## src/rtl/fpu_ss_mem_meta_buffer.sv

```systemverilog
// Metadata FIFO for in-flight FP load/store memory requests.
// One entry {rd, we, id} is pushed per accepted memory request and the head
// entry is popped when the in-order memory result returns. The head is read
// combinationally for writeback and load-result forwarding. No fall-through:
// a pushed entry becomes visible one cycle later.
module fpu_ss_mem_meta_buffer #(
    parameter  int unsigned DEPTH = 4,
    localparam int unsigned CNT_W = $clog2(DEPTH + 1)
) (
    input  logic             clk_i,
    input  logic             rst_ni,
    input  logic             flush_i,
    input  logic             push_valid_i,
    output logic             push_ready_o,
    input  logic [4:0]       push_rd_i,
    input  logic             push_we_i,
    input  logic [3:0]       push_id_i,
    input  logic             pop_ready_i,
    output logic             pop_valid_o,
    output logic [4:0]       pop_rd_o,
    output logic             pop_we_o,
    output logic [3:0]       pop_id_o,
    output logic [CNT_W-1:0] usage_o,
    output logic             empty_o,
    output logic             full_o,
    output logic             underflow_o
);

    // A single-entry buffer still needs a one-bit pointer to index storage.
    localparam int unsigned PTR_W = (DEPTH > 1) ? $clog2(DEPTH) : 1;

    typedef struct packed {
        logic [4:0] rd;
        logic       we;
        logic [3:0] id;
    } meta_t;

    meta_t            mem_q [DEPTH];
    meta_t            head;
    logic [PTR_W-1:0] wr_ptr_q, wr_ptr_d;
    logic [PTR_W-1:0] rd_ptr_q, rd_ptr_d;
    logic [CNT_W-1:0] usage_q, usage_d;
    logic             underflow_q, underflow_d;
    logic             empty, full;
    logic             push_fire, pop_fire;

    // Pointers wrap at DEPTH-1 explicitly so non-power-of-two depths work.
    function automatic logic [PTR_W-1:0] ptr_inc(input logic [PTR_W-1:0] p);
        if (p == PTR_W'(DEPTH - 1)) begin
            return '0;
        end
        return p + PTR_W'(1);
    endfunction

    // Status is derived from the registered count only, so push_ready_o has
    // no combinational path from pop_ready_i.
    assign empty     = (usage_q == '0);
    assign full      = (usage_q == CNT_W'(DEPTH));
    assign push_fire = push_valid_i & ~full;
    assign pop_fire  = pop_ready_i & ~empty;

    // Next-state logic for pointers, occupancy and the sticky underflow flag.
    always_comb begin
        // NOTE: every signal gets a default first so no path leaves it
        // unassigned, which would otherwise infer a latch.
        wr_ptr_d    = wr_ptr_q;
        rd_ptr_d    = rd_ptr_q;
        usage_d     = usage_q;
        underflow_d = underflow_q;
        if (flush_i) begin
            wr_ptr_d    = '0;
            rd_ptr_d    = '0;
            usage_d     = '0;
            underflow_d = 1'b0;
        end else begin
            if (push_fire) wr_ptr_d = ptr_inc(wr_ptr_q);
            if (pop_fire)  rd_ptr_d = ptr_inc(rd_ptr_q);
            usage_d = usage_q + CNT_W'(push_fire) - CNT_W'(pop_fire);
            if (pop_ready_i && empty) underflow_d = 1'b1;
        end
    end

    // Control state registers.
    always_ff @(posedge clk_i or negedge rst_ni) begin
        // NOTE: sequential state uses non-blocking assignments so every
        // register samples the pre-edge values regardless of statement order.
        if (!rst_ni) begin
            wr_ptr_q    <= '0;
            rd_ptr_q    <= '0;
            usage_q     <= '0;
            underflow_q <= 1'b0;
        end else begin
            wr_ptr_q    <= wr_ptr_d;
            rd_ptr_q    <= rd_ptr_d;
            usage_q     <= usage_d;
            underflow_q <= underflow_d;
        end
    end

    // Entry storage; a flush drops a same-cycle push so nothing is written.
    // NOTE: storage has no reset; the count and output masking guarantee that
    // stale contents are never observed.
    always_ff @(posedge clk_i) begin
        if (push_fire && !flush_i) begin
            mem_q[wr_ptr_q] <= meta_t'{rd: push_rd_i, we: push_we_i, id: push_id_i};
        end
    end

    assign head = mem_q[rd_ptr_q];

    assign push_ready_o = ~full;
    assign pop_valid_o  = ~empty;
    assign pop_rd_o     = pop_valid_o ? head.rd : '0;
    assign pop_we_o     = pop_valid_o ? head.we : 1'b0;
    assign pop_id_o     = pop_valid_o ? head.id : '0;
    assign usage_o      = usage_q;
    assign empty_o      = empty;
    assign full_o       = full;
    assign underflow_o  = underflow_q;

endmodule

```

## config.mk

```make
export PLATFORM = sky130hd
export DESIGN_NAME = fpu_ss_mem_meta_buffer
export DESIGN_NICKNAME = d
export VERILOG_FILES = /design/src/rtl/fpu_ss_mem_meta_buffer.sv
export SDC_FILE = /design/constraint.sdc
export NUM_CORES = 1
export LEC_CHECK = 0
export BUFFER_PORTS_ARGS = -buffer_cell sky130_fd_sc_hd__buf_4
export CORE_UTILIZATION = 50
export CTS_BUF_LIST = sky130_fd_sc_hd__clkbuf_16
export DETAILED_ROUTE_END_ITERATION = 6
export PLACE_DENSITY = 0.87
export SYNTH_ARGS = -nofsm -noshare
export SYNTH_HDL_FRONTEND = slang
export SYNTH_SLANG_ARGS = --single-unit
```

## constraint.sdc

```tcl
create_clock -name clk_i -period 1.9 [get_ports clk_i]
set_input_delay 0.19 -clock clk_i [delete_from_list [all_inputs] [get_ports clk_i]]
set_output_delay 0.19 -clock clk_i [all_outputs]
set_load 0.01 [all_outputs]
```

==> out/results.ini <==
[outcome]
status=finished, violations left
failed_checks=setup timing

[synthesis]
syn-cell-area_um2=2090
synth_nets=140
ys_warn_count=0
synthArstFlopShare_pct=16.7
avgSynthCellArea_um2=17.9
synthTopCellsByCount=edfxtp_1, mux4_2, dfrtp_1
synth_cell_types=28
synth.area.top_cells=edfxtp_1, mux4_2, dfrtp_1, nor2b_4, ha_1
synthCells=117
synth_edf_count=40
yosys.area.top_type_share_pct=57.4
yosysSeqAreaShare_pct=67.0
synth_ff_type=edfxtp_1
yosysTopAreaCell=edfxtp_1
ys_seq_elements=48
synth.most_common_cell=edfxtp_1

[power_and_ir_drop]
power.total_mw=3.63
p_leak_nw=1.09
powerDensity_nw_per_um2=1340
peakVddDrop_mv=0.784

[floorplan]
design.core.area_um2=4000
dieWidth_um=66.7
initial_core_util_pct=52.3
io_pins=33
die_h_um=66.7
num_rows=23
fp.dieArea_um2=4450

[drt]
drt_iter0_markers=61
first_pass_iters=4
drc=0
vias_per_cell=5.24
dr_total_vias=1163
ant_nets=0
wl_per_cell_um=16.9
routed_wl_mm=3.74

[sta]
timing_hold_violations_final=0
setup_slack_ns=-0.0448
min_period_ns=1.94
post-route-period-util_pct=102
rsz0062_at_grt=true
fin_skew_ns=0.00345
final-max-slew-violation-count=0
worst_pin_slew_ns=0.524
clock.fmax_mhz=514
relSlewSlack_pct=65.1
setup_viol=2

[worst_setup_path]
r2r-end=usage_o[2]
reg2regPathDepth=9
crit_top_cell=inv_1
crit_path_start=usage_o[1]
cp_slowest_cell=dfrtp_2
r2r_slack_ns=-0.04
critPathMaxStageDelay_ns=0.45
cp_cell_sequence=o31ai_4, inv_1, ha_1, inv_1, ha_1, inv_1, fa_2, xnor2_1, nor2_1
crit_end=usage_o[2]
crit_fanout=4
required_ns=2.07
rr_startpoint=usage_o[1]
end_kind=flip-flop
cp.arrival_ns=2.12
crit_type=flip-flop to flip-flop
cp-start-kind=flip-flop

[job]
maxCapViolations=0

[finish]
fillers=255
num_antenna_cells=0
design_area_um2=2710
fin_nets=194
ff_latch_area_um2=1410
multi_input_area_um2=658
final_layout_size_suffix_gt1_share_pct=47.7
area_growth_pct=29.4
utilization_pct=67.7

[cts]
htree_levels=2
clockRootBuffer=clkbuf_16
clock_sinks=48
cts_buffer_depth=2
worstSkewPairLatency_ns=0.29
tritoncts=yes
clk_pin_slew_ns=0.06
cts_buffers=5

[global_routing]
grt_max_degree=14
grt_overflow=0
track_usage_pct=19.6
grt_pass1_vias=1240
grt_antenna_before_repair=0
grt_pass1_wl_mm=5.80

[place]
hpwl_mm=2.57
port_buffers=32
dp_slack_ns=-0.0493
routabilityCongestion=0.703
placed_area_um2=2500

[min_path]
min_path_type=input pin to flip-flop

[sequential cells by signal (all words and copies together) (netlist names)]
register / cells
wr_ptr_q: 2
underflow_o: 1
rd_ptr_q: 2
mem_q: 40
usage_o: 3
[how the worst min path moves through the flow]
stage	from	to	slack, ns	cells past startpoint
4_1_cts	push_rd_i[4]	mem_q[3][9]	0.09	1
2_1_floorplan	rst_ni	rd_ptr_q[0]	-0.11	0
6_report	push_rd_i[4]	mem_q[3][9]	0.10	1
5_1_grt	push_rd_i[0]	mem_q[1][5]	0.1	1
3_5_place_dp	rst_ni	underflow_o	0.02	1
3_3_place_gp	rst_ni	underflow_o	0.01	1
[cell type report]
class                      count  area share (%)
sequential                    48            51.9
inverter                       9            1.34
clock buffer                   5            4.62
clock inverter                 3           0.416
multi-input combinational     56            24.3
tap                           50            2.31
timing repair buffer          51            15.1
[logic make-up (layout without fill, tap and decap cells)]
| logic type | after synthesis | count (layout) | synth area share [%] |
|---|---|---|---|
| fa+ha+maj | 8 | 8 | 5.14 |
| compound gates | 5 | 5 | 1.55 |
| flops | 48 | 48 | 67.0 |
| xor+xnor | 2 | 2 | 0.837 |
| mux | 12 | 12 | 11.9 |
| buf+inv | 13 | 68 | 3.11 |
| simple gates | 29 | 29 | 10.5 |
[report_power, final]
part | switching (mW) | internal (mW)
clock network | 0.346 | 0.473
registers | 0.0983 | 1.24
logic | 0.667 | 0.800
total | 1.11 | 2.51
[placed cells by master, fill, tap and decap left out, types with 2 or more instances in the layout]
cell type and count:
a21oi_1 3, and2_1 4, buf_4 46, buf_6 3
clkbuf_16 5, clkinv_1 2, dfrtp_1 5, dfrtp_2 3
edfxtp_1 40, ha_1 7, inv_1 8, mux2i_1 2
mux4_2 9, nand2b_1 2, nor2_1 4, nor2_4 2
nor2b_1 4, nor2b_4 7, or3_1 2
[through the flow]
stage                     hold WS, ns  instances  TNS (ns)
after floorplan                -0.106        117    -0.111
after global placement         0.0118        207         0
after detailed placement       0.0153        207   -0.0864
after CTS                      0.0921        220   -0.0782
after global routing           0.0968        222    -0.312
final                           0.101        222   -0.0864
[critical path, delay by kind of cell (launching register included)]
| family | cells | cell delay [ns] |
|---|---|---|
| AND/OR/NAND/NOR | 1 | 0.07 |
| AO/OA/AOI/OAI | 1 | 0.26 |
| flip-flops | 1 | 0.45 |
| XOR/XNOR | 1 | 0.15 |
| adder cells (fa/ha/maj) | 3 | 0.73 |
| buffers and inverters | 3 | 0.17 |
[what timing repair did]
action,CTS,global route
endpoints found under the hold margin,8,0
pin swaps,1,1
setup endpoints to repair,9,11
buffers inserted,4,2
gates resized for setup,0,4
cloned,0,0
hold buffers,1,0
[metal layers]
layer / share of wire [%] / global-route usage [%] / wire, µm / vias up
li1: - / - / - / 535
met5: 0 / 0 / 0 / -
met2: 58 / 34.5 / 2190 / 35
met3: 5.8 / 4.97 / 217 / 7
met1: 33 / 20.4 / 1250 / 586
met4: 2.3 / 12.8 / 85 / 0
Note: power is estimated with default switching activity, not from simulation.
